`config.mk`:
```
export PLATFORM = sky130hd
export DESIGN_NAME = sevseg_scan_ctrl
export DESIGN_NICKNAME = d
export VERILOG_FILES = /design/src/rtl/sevseg_scan_ctrl.sv
export SDC_FILE = /design/constraint.sdc
export NUM_CORES = 1
export LEC_CHECK = 0
export CAP_MARGIN = 10
export CORE_UTILIZATION = 29
export DETAILED_ROUTE_END_ITERATION = 8
export PLACE_DENSITY = 0.56
export SLEW_MARGIN = 10
export SYNTH_ARGS = -nofsm -noshare
export SYNTH_HDL_FRONTEND = slang
export SYNTH_SLANG_ARGS = --single-unit
```
`constraint.sdc`:
```
create_clock -name clk_pi -period 8.3 [get_ports clk_pi]
set_input_delay 1.66 -clock clk_pi [delete_from_list [all_inputs] [get_ports clk_pi]]
set_output_delay 1.66 -clock clk_pi [all_outputs]
set_load 0.01 [all_outputs]
```
`src/rtl/sevseg_scan_ctrl.sv`:
```
// Multiplexed seven-segment scan controller: shadowed hex word, PWM brightness, blanking, frame pulse.
// Build option: define SEVSEG_LZB_EN for leading-zero blanking of the upper digits.
module sevseg_scan_ctrl #(
   parameter int NUM_DIGITS     = 4,
   parameter int REFRESH_DIV    = 10000,
   parameter int SEG_ACTIVE_LOW = 1
) (
   input  logic                    clk_pi,
   input  logic                    rst_pi,
   input  logic [4*NUM_DIGITS-1:0] data_pi,
   input  logic [NUM_DIGITS-1:0]   dp_pi,
   input  logic                    load_pi,
   input  logic                    blank_pi,
   input  logic [3:0]              bright_pi,
   output logic [NUM_DIGITS-1:0]   en_po,
   output logic [6:0]              seg_po,
   output logic                    dp_po,
   output logic                    frame_po
);

   localparam int CNT_W = (REFRESH_DIV > 1) ? $clog2(REFRESH_DIV) : 1;
   localparam int IDX_W = (NUM_DIGITS > 1) ? $clog2(NUM_DIGITS) : 1;
   localparam int STEP  = REFRESH_DIV / 16;
   localparam logic [CNT_W-1:0] CNT_LAST = CNT_W'(REFRESH_DIV - 1);
   localparam logic [IDX_W-1:0] IDX_LAST = IDX_W'(NUM_DIGITS - 1);
   localparam logic             INV      = (SEG_ACTIVE_LOW != 0);

   logic [CNT_W-1:0]        cnt;
   logic [IDX_W-1:0]        idx;
   logic [4*NUM_DIGITS-1:0] data_q;
   logic [NUM_DIGITS-1:0]   dp_q;

   logic                    cnt_wrap;
   logic [CNT_W-1:0]        phase_full;
   logic [3:0]              phase;
   logic [3:0]              nibble;
   logic [NUM_DIGITS-1:0]   onehot;
   logic                    hide;
   logic                    lit;

   function automatic logic [6:0] decode(input logic [3:0] hex);
      logic [6:0] s;
      case (hex)
         4'h0: s = 7'h3F;
         4'h1: s = 7'h06;
         4'h2: s = 7'h5B;
         4'h3: s = 7'h4F;
         4'h4: s = 7'h66;
         4'h5: s = 7'h6D;
         4'h6: s = 7'h7D;
         4'h7: s = 7'h07;
         4'h8: s = 7'h7F;
         4'h9: s = 7'h6F;
         4'hA: s = 7'h77;
         4'hB: s = 7'h7C;
         4'hC: s = 7'h39;
         4'hD: s = 7'h5E;
         4'hE: s = 7'h79;
         default: s = 7'h71;
      endcase
      return s;
   endfunction

`ifdef SEVSEG_LZB_EN
   logic [NUM_DIGITS-1:0] suppress;

   // Walk down from the top digit; a digit is hidden while everything from it upward is zero.
   always_comb begin
      logic all_zero;
      suppress = '0;
      all_zero = 1'b1;
      for (int k = NUM_DIGITS - 1; k >= 1; k--) begin
         all_zero    = all_zero && (data_q[4*k +: 4] == 4'h0);
         suppress[k] = all_zero && !dp_q[k];
      end
   end

   assign hide = suppress[idx];
`else
   assign hide = 1'b0;
`endif

   always_comb begin
      cnt_wrap   = (cnt == CNT_LAST);
      phase_full = cnt / CNT_W'(STEP);
      phase      = phase_full[3:0];
      nibble     = data_q[4*idx +: 4];
      onehot     = NUM_DIGITS'(1) << idx;
      lit        = (phase <= bright_pi) && !blank_pi && !hide;
   end

   // load_pi is a plain strobe: every cycle it is high the shadow copy is overwritten; no ready.
   always_ff @(posedge clk_pi) begin
      if (rst_pi) begin
         cnt      <= '0;
         idx      <= '0;
         data_q   <= '0;
         dp_q     <= '0;
         frame_po <= 1'b0;
         en_po    <= {NUM_DIGITS{INV}};
         seg_po   <= {7{INV}};
         dp_po    <= INV;
      end else begin
         cnt <= cnt_wrap ? '0 : cnt + CNT_W'(1);
         if (cnt_wrap) begin
            idx <= (idx == IDX_LAST) ? '0 : idx + IDX_W'(1);
         end
         frame_po <= cnt_wrap && (idx == IDX_LAST);
         if (load_pi) begin
            data_q <= data_pi;
            dp_q   <= dp_pi;
         end
         en_po  <= (lit ? onehot : '0) ^ {NUM_DIGITS{INV}};
         seg_po <= (lit ? decode(nibble) : 7'h00) ^ {7{INV}};
         dp_po  <= (lit && dp_q[idx]) ^ INV;
      end
   end

endmodule

```
* After elaboration in Yosys (flattened, before gate mapping)
Memory sizes are Yosys's and may differ from the RTL's.
Index checks and enable logic that the tools add are counted.
W data, S select, Z words.
** Storage, ports and cells
- Word-level logic and storage cells :: 32
- Memories kept :: 1
- ROM bits :: 112
- Input bits :: 28
- RAM bits :: 0
- Bits in latches :: 0
- Output and inout bits :: 13
- Bits in registers :: 49
** Cells by class
- Magnitude comparators :: 2
- Reduce and logical (&&, ||, !) cells :: 5
- Add/sub/neg operators :: 2
- Eq/ne operators :: 2
- Bitwise operators :: 3
- Mux-type cells :: 6
- Shifts and indexed selects :: 2
- Div/mod/pow operators :: 1
- Multiply operators :: 0
** Memory list
- (no name shown) :: depth 16, width 7, rd ports 1, clocked after Yosys merged registers in 0, write ports 0, line 43 : case (hex)
** Operator list (number)
- $shiftx A16 B5 Y4 :: 1
- $add A14 B1 Y14 const B :: 1
- $div A14 B10 Y14 const B :: 1
- $eq A14 B14 Y1 const B :: 1
- $mux W7 :: 2
- $not A7 Y7 :: 1
- $le A4 B4 Y1 :: 1
- $mux W4 :: 1
- $not A4 Y4 :: 1
- $shl A1 B2 Y4 const A :: 1
- $logic_and A1 B1 Y1 :: 3
- $lt A2 B3 Y1 const B :: 1
- $add A2 B1 Y2 const B :: 1
- $bmux W1 S2 :: 1
- $eq A2 B2 Y1 const B :: 1
- $mux W2 :: 1
- $reduce_or A2 Y1 :: 1
- $logic_not A1 Y1 :: 1
- $mux W1 :: 1
- $not A1 Y1 :: 1

* Longest topological paths before layout
- Depth in word-level cells :: 5
- Depth in mapped cells :: 32
- Depth with buffers taken out :: 28

* Worst setup path before layout
OpenSTA, ideal clock, no wires.
- Path kind :: register -> register
- Start :: reg cnt[9]
- End :: reg seg_po[4]
- Buffers on the path :: 4
- Required time :: 8155 ps
- Library setup time :: 145 ps
- Setup slack :: 1817 ps
- Data arrival time :: 6338 ps
- Clock period less this slack :: 6483 ps
- Cell stages (with the launch flop) :: 33
- Cell sequence :: dfxtp_1 clkbuf_1 nand3_1 o21ai_2 mux2_4 or4_4 and3_1 or3_1 buf_6 o211a_1 a211o_2 inv_2 ha_1 nand4b_1 o22a_1 a32o_1 and2_1 a21oi_1 and2_1 buf_6 inv_2 a211oi_1 o22ai_1 a221oi_2 ha_1 nor2b_1 o21ai_0 nand2b_1 a21oi_1 a41oi_1 nor3_1 clkbuf_1 o221ai_1
** On the way
- Word-level cells in the longest chain between the ends :: 5
** Ends and longest elaborated chain
- start: declaration :: line 28 : logic [CNT_W-1:0] cnt;
- start signal: assignment :: line 104 : cnt <= cnt_wrap ? '0 : cnt + CNT_W'(1);
- $div A14 B10 Y14 :: line 85 : phase_full = cnt / CNT_W'(STEP);
- $le A4 B4 Y1 :: line 89 : lit = (phase <= bright_pi) && !blank_pi && !hide;
- $logic_and A1 B1 Y1 :: line 89
- $mux W7 :: line 114 : seg_po <= (lit ? decode(nibble) : 7'h00) ^ {7{INV}};
- $not A7 Y7 (no source line)
- end signal: assignment :: line 101 : seg_po <= {7{INV}};
- end signal: assignment :: line 114
- end: declaration :: line 16 : output logic [6:0] seg_po,
Every way passes these cells.
A chain may end at the register's enable or synchronous reset.

* Worst setup path in the final report
- Start :: reg cnt[5]
- End :: reg seg_po[4]
The elaborated chain is that of the path after synthesis.

==> flow_metrics.env <==
export IMPL_drt_total_wl_um=8970
export IMPL_synth_compound_area_frac=0.196
export IMPL_end_kind="register"
export IMPL_path_max_fanout=15
export IMPL_ys_seq_area_frac=0.265
export IMPL_drv_slew=0
export IMPL_track_usage=0.144
export IMPL_synth_cells=442
export IMPL_synthAdderAreaFrac=0.0665
export IMPL_diodes=0
export IMPL_reg2reg_slack_ns=1.17
export IMPL_dieArea_um2=13200
export IMPL_synth_edf_count=0
export IMPL_grt_setup_unrepaired="no"
export IMPL_drc=0
export IMPL_cts_tree="yes"
export IMPL_ys_async_sr_fraction=0
export IMPL_crit_end="seg_po[4]"
export IMPL_yosys_warnings=0
export IMPL_grt_pass1_vias=3303
export IMPL_fp_dieH_um=115
export IMPL_worst_ep_arrival_time_ns=7.29
export IMPL_muxShareOfSynthArea=0.120
export IMPL_drt_iter0_drc=111
export IMPL_io_pins=41
export IMPL_swShare=0.226
export IMPL_fin_crit_sh=0.859
export IMPL_clk_pin_slew_ns=0.07
export IMPL_register_area_um2=981
export IMPL_wl_per_cell_um=14.1
export IMPL_power_density_nw_per_um2=128
export IMPL_reg2reg_to="seg_po[4]"
export IMPL_cts_sinks=49
export IMPL_routabilityCongestion=0.843
export IMPL_internal_power_uw=435
export IMPL_instances_no_fill=636
export IMPL_start_util=0.302
export IMPL_crit_start="cnt[5]"
export IMPL_cp_start_kind="register"
export IMPL_drv_cap=0
export IMPL_grt_pass1_wl_um=15500
export IMPL_grt_max_degree=26
export IMPL_fin_util=0.359
export IMPL_slowest_delay_ns=0.69
export IMPL_cts_buffer_depth=2
export IMPL_hpwl_um=7060
export IMPL_cts_htree_levels=2
export IMPL_numPlacedInstances=628
export IMPL_clockRootBuffer="clkbuf_16"
export IMPL_yosys_most_used_dff="dfxtp_1"
export IMPL_synth_simple_area_share=0.252
export IMPL_ys_ff_latch=49
export IMPL_leakagePower_nw=1.63
export IMPL_nets=513
export IMPL_hold_violations=0
export IMPL_multi_input_area_um2=2540
export IMPL_fin_worst_skew_ns=0.00786
export IMPL_r2r_cells=29
export IMPL_tightest_slew_ns=1.13
export IMPL_io_buffer_count=40
export IMPL_p_sw_uw=127
export IMPL_synth_top_family_by_area="simple AND/OR/NAND/NOR gates"
export IMPL_ant_nets=0
export IMPL_syn_area_um2=3710
export IMPL_tns_ns=0
export IMPL_critPathKind="register to register"
export IMPL_cts_buffers=5
export IMPL_status="finished clean"
export IMPL_relSlewSlack=0.242
export IMPL_p_clk_frac=0.428
export IMPL_nFillCells=1240
export IMPL_setup_viol=0
export IMPL_synth_fp_nets=488
export IMPL_hold_class="register to register"
export IMPL_crit_required_ns=8.46
export IMPL_synth_cell_types=73
export IMPL_hold_buffers=0
export IMPL_seqPwrFrac=0.445
export IMPL_cp_slowest_cell="dfxtp_1"
export IMPL_drive_gt1_frac=0.0962
export IMPL_vias=3325
export IMPL_post_route_min_period_ns=7.13
export IMPL_fmaxAchievable_ghz=0.140
export IMPL_syn_avg_cell_area_um2=8.39
export IMPL_post_cts_buffers=0
export IMPL_coreArea_um2=12300
export IMPL_reg2reg_from="cnt[5]"
export IMPL_final_cell_mix="49 x nor2_1, 49 x dfxtp_1, 40 x clkdlybuf4s50_1"
export IMPL_overflow=0
export IMPL_syn_to_final_growth_pct=18.6
export IMPL_insertion_delay_ns=0.29
export IMPL_fp_dieW_um=115
export IMPL_combinationalPowerShare=0.127
export IMPL_synth_xor_area_frac=0.0520
export IMPL_rows=40
export IMPL_viasPerCell=5.23
export IMPL_antenna_found_initial=0
export IMPL_irDropWorstVdd_v=0.000111
export IMPL_drt_pass1_iter_count=5
export IMPL_cts_resized=0
[area by class of cell]
| class | instances | share of cell area |
|---|---|---|
| flip-flops and latches | 49 | 0.223 |
| clock buffers | 6 | 0.0316 |
| repair buffers | 42 | 0.0944 |
| inverters | 18 | 0.0154 |
| clock inverters | 2 | 0.00939 |
| well taps | 168 | 0.0478 |
| multi-input cells | 351 | 0.578 |
[stage by stage]
stage / setup slack (ns) / hold slack [ns] / cell area, um^2 / total power [mW]
after floorplan: 1.82 / 0.430 / 3710 / 0.298
after global placement: 1.39 / 0.453 / 4220 / 0.327
after detailed placement: 1.31 / 0.477 / 4220 / 0.327
after CTS: 1.24 / 0.491 / 4400 / 0.570
after global routing: 0.536 / 0.527 / 4400 / 0.589
final: 1.17 / 0.485 / 4400 / 0.563
[synth_stat cells (4+ instances only)]
library cell  instances  area [um^2]
dfxtp_1              49          981
nor2_1               49          184
nand2_1              36          135
mux2i_1              26          260
a21oi_1              18         90.1
clkbuf_1             18         67.6
ha_1                 18          225
nor3_1               18         90.1
inv_1                16         60.1
o21ai_0              13         65.1
xnor2_1              13          114
nand3_1              12         60.1
or3_1                 9         56.3
xor2_1                9         78.8
nand2b_1              7         43.8
and3_1                6         37.5
mux4_2                6          135
nor2b_1               6         37.5
nand4_1               5         31.3
o21a_1                5         37.5
a211oi_1              4         30.0
a31oi_1               4         25.0
and2_1                4         25.0
nor3b_1               4         30.0
nor4_1                4         25.0
o211a_1               4         40.0
o221ai_1              4         35.0
o22a_1                4         35.0
or2_2                 4         25.0
[routing by layer]
layer | up-vias | share of wire | track usage | routed length (um)
met5 | - | 0 | 0 | 0
met3 | 21 | 0.046 | 0.0253 | 408
met2 | 91 | 0.49 | 0.253 | 4360
li1 | 1657 | - | - | -
met1 | 1556 | 0.44 | 0.179 | 3980
met4 | 0 | 0.025 | 0.0459 | 225
[sequential cells by signal (all words and copies together), names as in the netlist]
name and cells:
dp_q 4, data_q 16, frame_po 1, cnt 14, dp_po 1, en_po 4
idx 2, seg_po 7
[logic make-up (layout without fill, tap and decap cells)]
logic type	Yosys count	count (layout)
flops	49	49
simple gates	178	178
xor+xnor	22	22
buf+inv	42	68
fa+ha+maj	20	20
mux	36	36
compound gates	95	95
[worst min-delay path by stage]
stage,startpoint,cells past startpoint,to
2_1_floorplan,cnt[0],1,cnt[0]
3_3_place_gp,cnt[0],1,cnt[0]
3_5_place_dp,cnt[0],1,cnt[0]
4_1_cts,cnt[0],1,cnt[0]
5_1_grt,data_q[2],2,data_q[2]
6_report,cnt[0],1,cnt[0]
[power by group through the flow]
stage	Clock [mW]	Sequential (mW)	Combinational (mW)
floorplan	0	0.255	0.0428
global placement	0	0.256	0.0708
detailed placement	0	0.256	0.0713
CTS	0.248	0.251	0.0718
global route	0.258	0.251	0.0798
finish	0.241	0.251	0.0713
[worst max-delay path, delay by kind of cell, from the launching register on]
family                   cells  cell delay [ns]
AO/OA/AOI/OAI               14             2.93
AND/OR/NAND/NOR             10             2.61
flip-flops                   1             0.69
buffers and inverters        3             0.39
adder cells (fa/ha/maj)      2             0.38
(Power assumes the default switching activity.)
